### src/rtl/tx_out_framer.sv
// Egress framer: delimits frames from the reassembled word stream, buffers them
// in a word FIFO and presents them to the port transmitter with sop/eop.

// Control word decoder. A control word carries tag 4'hC in its top nibble and
// zero reserved bits; its frame length sits in the low WIDTH_LENGTH bits.
module ctrl_verify #(
  parameter int WIDTH_DATA   = 32,
  parameter int WIDTH_LENGTH = 6
) (
  input  logic [WIDTH_DATA-1:0]   data_in,
  output logic                    verify_en,
  output logic [WIDTH_LENGTH-1:0] length
);

  assign verify_en = (data_in[WIDTH_DATA-1 -: 4] == 4'hC) &&
                     (data_in[WIDTH_DATA-5:WIDTH_LENGTH] == '0);
  assign length    = data_in[WIDTH_LENGTH-1:0];

endmodule

module tx_out_framer #(
  parameter int NUB             = 0,
  parameter int FIFO_DEPTH      = 32,
  parameter int AF_GAP          = 2,
  parameter int DATA_WIDTH      = 32,
  parameter int PORT_NUB_TOTAL  = 4,
  parameter int DATA_LENGTH_MAX = 64,
  localparam int WIDTH_DATA     = DATA_WIDTH,
  localparam int WIDTH_SEL      = $clog2(PORT_NUB_TOTAL),
  localparam int WIDTH_PORT     = WIDTH_SEL + WIDTH_DATA,
  localparam int WIDTH_LENGTH   = $clog2(DATA_LENGTH_MAX)
) (
  input  logic                  clk,
  input  logic                  rst,
  input  logic [WIDTH_PORT-1:0] data_in,
  input  logic [WIDTH_SEL-1:0]  nub_in,
  input  logic                  valid_in,
  output logic                  keep_out,
  output logic [WIDTH_DATA-1:0] tx_data,
  output logic [WIDTH_SEL-1:0]  tx_src,
  output logic                  tx_valid,
  output logic                  tx_sop,
  output logic                  tx_eop,
  input  logic                  tx_ready,
  output logic [15:0]           frame_cnt,
  output logic [15:0]           drop_cnt
);

  localparam int AW = $clog2(FIFO_DEPTH);
  localparam int CW = AW + 1;
  localparam int EW = 2 + WIDTH_SEL + WIDTH_DATA;
  localparam logic [WIDTH_SEL-1:0] NUB_SEL    = WIDTH_SEL'(NUB);
  localparam logic [CW-1:0]        KEEP_LEVEL = CW'(FIFO_DEPTH - AF_GAP);

  typedef enum logic {IDLE, BODY} state_t;

  state_t                  state;
  logic [WIDTH_LENGTH-1:0] remain;

  logic [EW-1:0] mem [FIFO_DEPTH];
  logic [AW-1:0] wr_ptr, rd_ptr, rd_ptr_next;
  logic [CW-1:0] count, count_next, visible;

  logic [WIDTH_DATA-1:0]   payload;
  logic [WIDTH_SEL-1:0]    dest;
  logic                    verify_en;
  logic [WIDTH_LENGTH-1:0] length;
  logic                    consume, for_port, push, pop, drop;
  logic                    entry_sop, entry_eop;
  logic [EW-1:0]           entry, head;

  assign payload = data_in[WIDTH_DATA-1:0];
  assign dest    = data_in[WIDTH_PORT-1 -: WIDTH_SEL];

  ctrl_verify #(
    .WIDTH_DATA  (WIDTH_DATA),
    .WIDTH_LENGTH(WIDTH_LENGTH)
  ) u_ctrl_verify (
    .data_in  (payload),
    .verify_en(verify_en),
    .length   (length)
  );

  // Classify the consumed word: in BODY every word for this port is payload,
  // in IDLE only a verified control word opens a frame.
  always_comb begin
    consume   = valid_in && !keep_out;
    for_port  = (dest == NUB_SEL);
    push      = 1'b0;
    drop      = 1'b0;
    entry_sop = 1'b0;
    entry_eop = 1'b0;
    if (consume) begin
      if (!for_port) begin
        drop = 1'b1;
      end else if (state == BODY) begin
        push      = 1'b1;
        entry_eop = (remain == WIDTH_LENGTH'(1));
      end else if (verify_en) begin
        push      = 1'b1;
        entry_sop = 1'b1;
        entry_eop = (length == '0);
      end else begin
        drop = 1'b1;
      end
    end
  end

  // The output register is refilled from entries already in memory, so a word
  // written this edge becomes visible one edge later.
  always_comb begin
    pop         = tx_valid && tx_ready;
    entry       = {entry_sop, entry_eop, nub_in, payload};
    count_next  = count + CW'(push) - CW'(pop);
    visible     = count - CW'(pop);
    rd_ptr_next = rd_ptr + AW'(pop);
    head        = mem[rd_ptr_next];
  end

  always_ff @(posedge clk) begin
    if (!rst && push) begin
      mem[wr_ptr] <= entry;
    end
  end

  always_ff @(posedge clk) begin
    if (rst) begin
      state     <= IDLE;
      remain    <= '0;
      wr_ptr    <= '0;
      rd_ptr    <= '0;
      count     <= '0;
      keep_out  <= 1'b0;
      tx_valid  <= 1'b0;
      tx_sop    <= 1'b0;
      tx_eop    <= 1'b0;
      tx_src    <= '0;
      tx_data   <= '0;
      frame_cnt <= '0;
      drop_cnt  <= '0;
    end else begin
      wr_ptr   <= wr_ptr + AW'(push);
      rd_ptr   <= rd_ptr_next;
      count    <= count_next;
      keep_out <= (count_next >= KEEP_LEVEL);

      if (visible != '0) begin
        {tx_sop, tx_eop, tx_src, tx_data} <= head;
        tx_valid <= 1'b1;
      end else begin
        {tx_sop, tx_eop, tx_src, tx_data} <= '0;
        tx_valid <= 1'b0;
      end

      if (push) begin
        case (state)
          IDLE: begin
            remain <= length;
            if (length != '0) begin
              state <= BODY;
            end else begin
              frame_cnt <= frame_cnt + 16'd1;
            end
          end
          BODY: begin
            remain <= remain - WIDTH_LENGTH'(1);
            if (remain == WIDTH_LENGTH'(1)) begin
              frame_cnt <= frame_cnt + 16'd1;
              state     <= IDLE;
            end
          end
          default: state <= IDLE;
        endcase
      end

      if (drop && drop_cnt != 16'hFFFF) begin
        drop_cnt <= drop_cnt + 16'd1;
      end
    end
  end

endmodule
### config.mk
export PLATFORM = sky130hd
export DESIGN_NAME = tx_out_framer
export DESIGN_NICKNAME = d
export VERILOG_FILES = /design/src/rtl/tx_out_framer.sv
export SDC_FILE = /design/constraint.sdc
export NUM_CORES = 1
export LEC_CHECK = 0
export CORE_MARGIN = 10
export CORE_UTILIZATION = 30
export DETAILED_ROUTE_END_ITERATION = 12
export PLACE_DENSITY = 0.5
export SETUP_SLACK_MARGIN = 0.4
export SYNTH_ARGS = -nofsm -noshare
export SYNTH_HDL_FRONTEND = slang
export SYNTH_SLANG_ARGS = --single-unit
### constraint.sdc
create_clock -name clk -period 6.8 [get_ports clk]
set_input_delay 0.68 -clock clk [delete_from_list [all_inputs] [get_ports clk]]
set_output_delay 0.68 -clock clk [all_outputs]
set_load 0.03 [all_outputs]
# Yosys cells after proc, flatten, opt, wreduce, memory -nomap -nowiden
# Memory sizes are Yosys's and may differ from the RTL's. A register that Yosys moved wholly into a read port is not among the register bits.
# Cells that the tools add are included.
[word_totals] romBits=0 ram_bits=1152 n_memories=1 ff_bits=57 inputBits=40 latch_bits=0
[memory_table] name="mem" words=32 width=36 read_ports=1 rd_clocked_by_memory_dff=1 write_ports=1 line_no="60" rtl="logic [EW-1:0] mem [FIFO_DEPTH];"
[classes] mux=25 eq_ne=5 n_mul=0 add_sub_neg=8 n_reduce_logical=14 n_shift=0 n_lt_le_gt_ge=1 n_div=0 bitwise=2
[ops] operator="16-bit by 1-bit adder with 16-bit output, second input constant" count=2
[ops] operator="16-bit two-way mux" count=2
[ops] operator="16-bit case mux with 2 select lines" count=1
[ops] operator="22-bit logical NOT" count=1
[ops] operator="1-bit two-way mux" count=20
[ops] operator="16-bit inequality test, second input constant" count=1
[ops] operator="6-bit case mux with 2 select lines" count=1
[ops] operator="6-bit nonzero test" count=2
[ops] operator="6-bit by 1-bit subtractor with 6-bit output" count=2
[ops] operator="5-bit by 1-bit adder with 5-bit output" count=2
[ops] operator="6-bit by 1-bit adder with 6-bit output" count=1
[ops] operator="6-bit by 1-bit == test with 1-bit output, second input constant" count=1
[ops] operator="6-bit by 5-bit greater-or-equal comparator with 1-bit output, second input constant" count=1
[ops] operator="6-bit logical NOT" count=1
[ops] operator="6-bit by 1-bit subtractor with 6-bit output, second input constant" count=1
[ops] operator="1-bit logical AND" count=5
[ops] operator="4-bit == test, second input constant" count=1
[ops] operator="3-bit AND reduction" count=1
[ops] operator="1-bit logical NOT" count=2
[ops] operator="2-bit logical NOT" count=1
[ops] operator="2-bit by 1-bit inequality test with 1-bit output, second input constant" count=1
[ops] operator="2-bit inequality test, second input constant" count=1
[ops] operator="1-bit NOT" count=2
[ops] operator="1-bit case mux with 2 select lines" count=1
[ops] operator="2-bit OR reduction" count=1

# Logic depth before layout (Yosys ltp)
# Gate-level depths: netlist (run 1).
[depth] depth_word=9 ltp_mapped=13

# Cells and area by module
# From an unflattened synthesis (run 1), not the netlist that was laid out.
[unflattened] cells_unflattened=2067 hier_area_um2=47453.0
[modules_own_cells] module="tx_out_framer" cells_each=2051 area_each_um2=47334.1 n_inst=1 seq_area_each_um2=36455.0
[modules_own_cells] module="ctrl_verify" cells_each=16 area_each_um2=118.9 n_inst=1 seq_area_each_um2=0.0

# Worst setup path before layout (run 1)
# OpenSTA, ideal clock, no wires.
[synth_timing] kind="input -> register" start="in data_in[33]" end="mem mem[2][0] (netlist bit), enable pin" t_arrival_ps=5278 path_buffers=1 cell_stages=7 setup_slack_ps=1003 t_required_ps=6281 cell_sequence="nor4b_4 > nand4_1 > o21a_2 > buf_6 > inv_2 > nand2_1 > nor4_1"
[synth_between] elab_chain_len=6
[synth_lines] item="start, declared" line_no="35" rtl="input logic [WIDTH_PORT-1:0] data_in,"
[synth_lines] item="2-bit logical NOT" line_no="88" rtl="for_port = (dest == NUB_SEL);"
[synth_lines] item="1-bit two-way mux" line_no="94" rtl="if (!for_port) begin"
[synth_lines] item="1-bit two-way mux" line_no="93" rtl="if (consume) begin"
[synth_lines] item="named net push" line_no="68" rtl="logic consume, for_port, push, pop, drop;"
[synth_lines] item="1-bit logical AND" line_no="121" rtl="if (!rst && push) begin"
[synth_lines] item="1-bit two-way mux" line_no="121"
[synth_lines] item="1-bit two-way mux (not written as such)" line_no="122" rtl="mem[wr_ptr] <= entry;"
[synth_lines] item="end, declared" line_no="60"
# The timed path passes the listed nets, and every way through them passes these cells.

# Worst setup path in the final report (run 1)
[layout_timing] start="in data_in[30]" end="mem mem[29][16] (netlist bit), enable pin"
[layout_between] elab_chain_len=9
[layout_lines] item="4-bit == test" line_no="15" rtl="assign verify_en = (data_in[WIDTH_DATA-1 -: 4] == 4'hC) &&"
[layout_lines] item="1-bit logical AND" line_no="15"
[layout_lines] item="1-bit two-way mux" line_no="99" rtl="end else if (verify_en) begin"
[layout_lines] item="1-bit two-way mux" line_no="96" rtl="end else if (state == BODY) begin"
[layout_lines] item="1-bit two-way mux" line_no="94"
[layout_lines] item="1-bit two-way mux" line_no="93"
[layout_lines] item="named net push" line_no="68"
[layout_lines] item="1-bit logical AND" line_no="121"
[layout_lines] item="1-bit two-way mux" line_no="121"
[layout_lines] item="1-bit two-way mux (not written as such)" line_no="122"
# The timed path passes the listed nets, and every way through them passes these cells.

==> results of run 1 <==
metal layers:
metal | routed length (um) | vias up | track usage
met5 | 9 | - | 0
met4 | 2630 | 2 | 0.0373
met3 | 6340 | 169 | 0.0284
met2 | 61900 | 618 | 0.238
met1 | 54400 | 12700 | 0.188
li1 | - | 10200 | -
per-stage QoR:
step           hold slack, ns  total power, uW  worst slack (ns)
2_1_floorplan           0.455            10500              1.00
3_3_place_gp            0.470            11400             0.445
3_5_place_dp            0.490            11400              1.51
4_1_cts                 0.405            18800              2.34
5_1_grt                 0.472            19200              2.04
6_report                0.472            18500              2.43
cells by family after synthesis:
family	count (synthesis)
flops	1245
mux	440
simple gates	283
compound gates	199
buf+inv	145
fa+ha+maj	19
xor+xnor	10
final timing paths:
path	cells after the start	endpoint	slack, ns	startpoint
worst min register to register	2	remain[5]	0.50	remain[5]
worst max register to register	8	tx_data[29]	2.97	tx_valid
worst max-delay path	9	mem[29][16]	2.43	data_in[30]
worst min-delay path	2	drop_cnt[13]	0.47	rst
power by group through the flow:
| stage | Sequential, uW | Combinational [uW] | Clock [uW] |
|---|---|---|---|
| after floorplan | 8760 | 1720 | 0 |
| after global placement | 8650 | 2780 | 0 |
| after detailed placement | 8650 | 2790 | 0 |
| after CTS | 8490 | 2800 | 7500 |
| after global routing | 8490 | 2940 | 7820 |
| final | 8490 | 2720 | 7300 |
cell usage in the layout, fill, tap and decap left out, types with 28 or more instances in the layout:
master,synthesis,layout
mux4_2,288,288
mux2_2,77,77
clkbuf_16,0,137
a21oi_1,34,34
nand2_1,105,104
o21ai_0,85,84
clkdlybuf4s50_1,0,108
nor2_4,0,28
buf_4,0,105
o22ai_1,36,36
mux2i_1,75,75
edfxtp_1,1152,1152
dfxtp_1,93,93
cell type report:
class	instances	area, um^2
flip-flops and latches	1245	36500
fillers	14600	102000
inverters	22	82.6
clock inverters	79	840
repair buffers	229	2170
multi-input cells	951	11400
clock buffers	166	3630
well taps	2072	2590
registers in the layout, indices dropped and copies added (netlist names):
register and flops:
remain 6, count 6, drop_cnt 16, rd_ptr 5, keep_out 1, mem 1152
tx_eop 1, state 1, tx_sop 1, tx_src 2, frame_cnt 16, tx_data 32
tx_valid 1, wr_ptr 5
worst max-delay path: cells and delay by family:
| kind | cells | cell delay [ns] |
|---|---|---|
| simple gates | 4 | 1.57 |
| compound gates | 1 | 0.49 |
| buf+inv | 4 | 2.04 |
==> flow_summary.yaml, run 1 <==
logic_synthesis:
  synthesis.nets: 2400
  synth_top_family_by_area: "multiplexers"
  ys.flop_type: "edfxtp_1"
  synth_mux_area_frac: 0.169
  synth_compound_area_frac: 0.0244
  yosysWarnings: 0
  synth_cell_types: 55
  syn-cell-area_um2: 48100
  synth-seq-cells: 1245
  ys_top_cells_by_count: "1152 x edfxtp_1, 288 x mux4_2, 105 x nand2_1, 93 x dfxtp_1, 85 x o21ai_0"
  async_flop_share: 0
  synth_fa_ha_area_frac: 0.00510
  netlist_instances: 2341
  avgSynthCellArea_um2: 20.5
  yosysTopAreaCell: "edfxtp_1"
  synth_area_leaders: "edfxtp_1 72%, mux4_2 13%, dfxtp_1 3.9%"
  synth_most_common_cell: "edfxtp_1"
  netlist.area_leader.share: 0.719
  synth_edf_count: 1152
  synth_xor_area_frac: 0.00182
  synth-simple-area-share: 0.0296
  yosysSeqAreaShare: 0.758
clocking:
  cts_buffer_depth: 3
  clk_pin_slew_ns: 0.06
  cts_buffers: 134
  cts_tree: "yes"
  cts_root_buffer: "clkbuf_16"
  htree_levels: 4
  cts_resized: 0
  clkLatencyLatePin_ns: 0.77
  cts.hold.buffers_added: 0
  cts.sinks: 1245
  postCtsSetupBuffers: 0
power_and_ir_drop:
  power_frac_clock: 0.395
  p_leak_uw: 0.0172
  combPwrFrac: 0.147
  switchingPower_uw: 4550
  pwr-share-seq: 0.459
  switching_share: 0.246
  p_per_area_nw_per_um2: 324
  peakVddDrop_v: 0.000282
  power.internal_uw: 13900
status:
  status: "completed"
flow_run:
  drv_cap: 0
sta:
  hold_viol_final: 0
  tightest_slew_ns: 1.31
  finalCritPeriodShare: 0.643
  period_minus_slack_ns: 4.37
  grt_setup_unrepaired: "false"
  setup_violations: 0
  fin_skew_ns: 0.0282
  drv_slew: 0
  max_freq_ghz: 0.229
  slew_headroom: 0.119
  finalSetupTns_ns: 0
placement:
  place_inst: 4518
  dpl_cell_area_um2: 52700
  dp_hpwl_um: 74700
  gp_congestion: 0.753
  io_buffers: 109
floorplan:
  dieWidth_um: 420
  io_pins: 110
  dieArea_um2: 177000
  die_height_um: 420
  initial_core_util: 0.303
  core_area_um2: 159000
  rows: 146
setup_path:
  required_ns: 7.25
  cp_cell_sequence: "clkdlybuf4s50_1, nor4b_1, nand4_1, o21a_2, inv_2, nand3_1, buf_4, nor2_4, buf_4"
  cp_max_fo: 37
  worstSetupPathType: "in2reg"
  end_kind: "flip-flop"
  cp_common_cell: "buf_4"
  critPathSlowestCell: "clkdlybuf4s50_1"
  cp.arrival_ns: 4.82
  cp-start-kind: "input pin"
  cpPeakStageDelay_ns: 1.08
grt:
  grt_pass1_vias: 25400
  antenna_found_initial: 7
  grt_overflow_total: 0
  grt_pass1_wl_um: 182000
  grt_max_degree: 74
  grt_usage: 0.142
drt:
  drt_iter0_drc: 1926
  vias_per_cell: 4.98
  vias: 23700
  wl_per_cell_um: 26.3
  drc: 0
  ant_nets: 0
  routed_wl_um: 125000
  firstDrtPassIters: 5
finish:
  final_nets: 2642
  fin_area_um2: 57100
  final_util: 0.359
  num_antenna_cells: 0
  stdcell_count: 4764
  drive_gt1_frac: 0.274
  syn_to_final_growth_pct: 18.8
hold_path:
  hold_path_class: "in2reg"
Note: power is estimated with default switching activity, not from simulation.
==> run 2, diff against run 1 <==
==> constraint.sdc (replaced) <==
create_clock -name clk -period 4.2 [get_ports clk]
set_input_delay 0.42 -clock clk [delete_from_list [all_inputs] [get_ports clk]]
set_output_delay 0.42 -clock clk [all_outputs]
set_load 0.03 [all_outputs]
==> flow_summary.yaml, run 2 (same netlist as run 1, synthesis figures left out) <==
finish:
  final_util: 0.370
  stdcell_count: 4849
  biggestRegsByFlops: "mem (1152), tx_data (32)"
  largest_register_ffs: 1152
  num_antenna_cells: 0
  fillerInstances: 14400
  syn_to_final_growth_pct: 22.2
  fin_area_um2: 58800
  layout_common_cells: "1152 x edfxtp_1, 288 x mux4_2, 142 x clkbuf_16, 112 x buf_4, 108 x clkdlybuf4s50_1"
  final_nets: 2722
  drive_gt1_frac: 0.294
  layout_commonest_cell: "edfxtp_1"
  top_register: "mem"
floorplan:
  core_area_um2: 159000
  initial_core_util: 0.303
  io_pins: 110
  rows: 146
  dieArea_um2: 177000
  die_height_um: 420
  dieWidth_um: 420
placement:
  dpl_cell_area_um2: 54100
  place_inst: 4593
  dp_hpwl_um: 77600
  io_buffers: 109
  gp_congestion: 0.768
sta:
  finalCritPeriodShare: 0.855
  hold_viol_final: 0
  fin_skew_ns: 0.0291
  drv_slew: 0
  tightest_slew_ns: 1.33
  max_freq_ghz: 0.279
  grt_setup_unrepaired: "false"
  slew_headroom: 0.103
  setup_violations: 0
  period_minus_slack_ns: 3.59
hold_path:
  hold_path_class: "in2reg"
  min_from: "rst"
clocking:
  clkLatencyLatePin_ns: 0.77
  cts_tree: "yes"
  cts_buffers: 139
  cts_root_buffer: "clkbuf_16"
  cts.sinks: 1245
  htree_levels: 4
  cts_buffer_depth: 3
  clk_pin_slew_ns: 0.06
setup_path:
  worstSetupPathType: "in2reg"
  critPathLaunch: "data_in[14]"
  end_kind: "flip-flop"
  r2r_start: "keep_out"
  cp_max_fo: 3
  cp-start-kind: "input pin"
  cp.arrival_ns: 4.25
  required_ns: 4.86
drt:
  drc: 0
  wl_met3_um: 5490
  vias_per_cell: 4.98
  firstDrtPassIters: 6
  top_layer_used: "met4"
  wl_met1_um: 56800
  drt_iter0_drc: 2205
  routed_wl_um: 128000
  met2_length_um: 63500
  ant_nets: 0
  wl_per_cell_um: 26.4
  vias: 24100
power_and_ir_drop:
  switching_share: 0.238
  peakVddDrop_v: 0.000414
  pwr-share-seq: 0.451
  power.internal_uw: 23200
  power_frac_clock: 0.405
  p_per_area_nw_per_um2: 519
  p_leak_uw: 0.0179
  combPwrFrac: 0.144
  switchingPower_uw: 7270
grt:
  grt_usage: 0.144
  grt_max_degree: 75
  grt_overflow_total: 0
  grt_pass1_vias: 25700
  antenna_found_initial: 5
  grt_pass1_wl_um: 185000
status:
  status: "completed"
flow_run:
  drv_cap: 0
[run 2: final cells by class]
class	instances	area, um^2	share of cell area
clock inverter	62	842	0.0143
timing repair buffer	304	3590	0.0611
sequential	1245	36500	0.620
clock buffer	193	3820	0.0651
multi-input combinational	951	11400	0.194
tap	2072	2590	0.0441
inverter	22	82.6	0.00140
[run 2: routing by layer]
metal | track usage | up-vias
li1 | - | 10400
met1 | 0.195 | 13000
met2 | 0.241 | 640
met3 | 0.0247 | 147
met4 | 0.0335 | 0
met5 | 0 | -
[run 2: per-stage QoR]
stage | hold slack, ns | worst slack [ns] | TNS, ns | power [uW]
after floorplan | 0.455 | -0.391 | -28.12 | 17000
after global placement | 0.471 | -0.962 | -623.42 | 18500
after detailed placement | 0.490 | -0.926 | -646.25 | 18500
after CTS | 0.156 | 0.413 | 0 | 30900
after global routing | 0.212 | 0.418 | 0 | 31700
final | 0.223 | 0.611 | 0 | 30500
[run 2: worst max-delay path, stage by stage]
cell and delay (ns):
clkdlybuf4s50_1 0.71, nor4_4 0.49, buf_4 0.23, nand4_1 0.28, o21a_2 0.32, ha_1 0.29
inv_1 0.06, ha_1 0.21, fa_1 0.44, a21oi_1 0.15, o21bai_1 0.10, xnor2_1 0.16
o41ai_1 0.37
[run 2: final timing paths]
path                                  end  slack (ns)  cells after the start
worst max-delay path             keep_out        0.61                     13
worst min-delay path            wr_ptr[4]        0.22                      2
worst max register to register   keep_out        0.86                     12
worst min register to register  remain[5]        0.51                      2
[run 2: power groups by stage]
stage | Clock (uW) | Sequential [uW] | Combinational [uW]
detailed placement | 0 | 14000 | 4500
floorplan | 0 | 14200 | 2780
CTS | 12700 | 13700 | 4520
global placement | 0 | 14000 | 4460
finish | 12300 | 13700 | 4390
global route | 13100 | 13700 | 4770
[run 2: timing repair]
| item | 4_1_cts | 5_1_grt |
|---|---|---|
| resized for setup | 3 | 0 |
| hold buffers | 0 | 0 |
| pin swaps | 0 | 2 |
| setup buffers | 0 | 1 |
| setup endpoints to repair | 1131 | 1 |
==> run 3, diff against run 2 <==
--- a/config.mk
+++ b/config.mk
@@ -7,6 +7,7 @@
 export LEC_CHECK = 0
 export CORE_MARGIN = 10
 export CORE_UTILIZATION = 30
+export CTS_BUF_LIST = sky130_fd_sc_hd__clkbuf_8
 export DETAILED_ROUTE_END_ITERATION = 12
 export PLACE_DENSITY = 0.5
 export SETUP_SLACK_MARGIN = 0.4
==> flow_summary.yaml, run 3 (same netlist as run 1, synthesis figures left out) <==
placement:
  io_buffers: 109
  gp_congestion: 0.768
  place_ws_ns: -0.926
  dp_hpwl_um: 77600
  dpl_cell_area_um2: 54100
finish:
  fin_area_um2: 58200
  biggestRegsByFlops: "mem (1152), tx_data (32)"
  largest_register_ffs: 1152
  fillerInstances: 14600
  layout_commonest_cell: "edfxtp_1"
  drive_gt1_frac: 0.307
  multi_input_area_um2: 11400
  syn_to_final_growth_pct: 20.9
  final_nets: 2794
  top_register: "mem"
  layout_common_cells: "1152 x edfxtp_1, 288 x mux4_2, 229 x clkbuf_8, 112 x buf_4, 108 x clkdlybuf4s50_1"
  seqCellArea_um2: 36500
clocking:
  cts.sinks: 1245
  cts_tree: "yes"
  clkLatencyLatePin_ns: 0.91
  htree_levels: 4
  cts_root_buffer: "clkbuf_8"
  cts_buffers: 210
  cts_buffer_depth: 3
  clk_pin_slew_ns: 0.06
drt:
  routed_wl_um: 129000
  drc: 0
  vias_per_cell: 4.92
  drt_iter0_drc: 2045
  firstDrtPassIters: 6
  vias: 24500
  ant_nets: 0
  wl_per_cell_um: 25.9
setup_path:
  end_kind: "flip-flop"
  required_ns: 4.99
  cp-start-kind: "input pin"
  r2r_slack_ns: 0.86
  reg2reg_to: "keep_out"
  cp_cell_sequence: "clkdlybuf4s50_1, nor4_4, buf_4, nand4_1, o21a_2, ha_1, inv_1, ha_1, fa_1, a21oi_1, o21bai_1, xnor2_1, o41ai_1"
  cp.arrival_ns: 4.34
  cp_max_fo: 3
  cpLargestDelayFamily: "buffers and inverters"
  crit_buf_inv: 3
  r2r_start: "keep_out"
  rr_worst_depth: 12
  critPathSlowestCell: "clkdlybuf4s50_1"
  cp_common_cell: "ha_1"
  cpPeakStageDelay_ns: 0.70
  worstSetupPathType: "in2reg"
floorplan:
  core_area_um2: 159000
  dieArea_um2: 177000
  rows: 146
  dieWidth_um: 420
  die_height_um: 420
  io_pins: 110
  initial_core_util: 0.303
power_and_ir_drop:
  p_per_area_nw_per_um2: 488
  p_leak_uw: 0.0180
  peakVddDrop_v: 0.000312
sta:
  tightest_slew_ns: 1.30
  setup_violations: 0
  finalSetupTns_ns: 0
  finalCritPeriodShare: 0.846
  hold_viol_final: 0
  drv_slew: 0
  grt_setup_unrepaired: "false"
  max_freq_ghz: 0.281
  period_minus_slack_ns: 3.56
  fin_skew_ns: 0.0697
  slew_headroom: 0.125
  layout_setup_ws_ns: 0.645
grt:
  grt_pass1_wl_um: 186000
  grt_usage: 0.145
  grt_overflow_total: 0
  use_met2: 0.240
  grt_pass1_vias: 26400
  global_route.usage.met1: 0.195
  busiest_layer: "met2"
  grt_max_degree: 75
  grt_use_met3: 0.0274
  antenna_found_initial: 5
hold_path:
  min_to: "mem[4][16]"
  hold_depth: 1
  min_from: "data_in[16]"
  hold_path_class: "in2reg"
status:
  status: "completed"
flow_run:
  drv_cap: 0
run 3: metrics by stage:
stage          utilization  power, uW  instances  hold slack [ns]
2_1_floorplan            -      17000       2341            0.455
3_3_place_gp         0.340      18500       4593            0.471
3_5_place_dp         0.340      18500       4593            0.490
4_1_cts              0.366      28800       4981           0.0291
5_1_grt              0.366      29600       4983           0.0727
6_report             0.366      28400       4983            0.151
run 3: how the worst max path moves through the flow:
stage | startpoint | endpoint | depth (start not counted) | slack (ns)
final | data_in[14] | keep_out | 13 | 0.64
after global routing | data_in[14] | keep_out | 13 | 0.47
after CTS | keep_out | keep_out | 11 | 0.41
after detailed placement | data_in[14] | keep_out | 13 | -0.93
after global placement | data_in[14] | keep_out | 13 | -0.96
after floorplan | data_in[33] | mem[3][0] | 7 | -0.39
run 3: area by class of cell:
type | instances | share of cell area
clock buffers | 229 | 0.0542
inverters | 22 | 0.00142
flip-flops and latches | 1245 | 0.627
clock inverters | 158 | 0.0151
multi-input cells | 951 | 0.196
well taps | 2072 | 0.0446
diodes | 1 | 0.0000430
repair buffers | 305 | 0.0619
run 3: repair_timing:
item / in CTS / in global routing
hold buffers: 1 / 0
hold endpoints to repair: 1 / 0
setup buffers: 0 / 1
gates resized for setup: 1 / 2
pin swaps: 0 / 1
setup endpoints to repair: 213 / 1
run 3: routing by layer:
layer,share of wire,up-vias,wire length [um]
met5,0,-,0
met4,0.018,0,2290
met2,0.49,697,63600
li1,-,10500,-
met1,0.44,13100,56500
met3,0.051,168,6620
run 3: report_power, final:
part	total (uW)	switching (uW)	internal (uW)	leakage, uW
Combinational	4380	2240	2140	0.00470
Sequential	13700	91.7	13700	0.0110
Clock	10200	4940	5290	0.00227
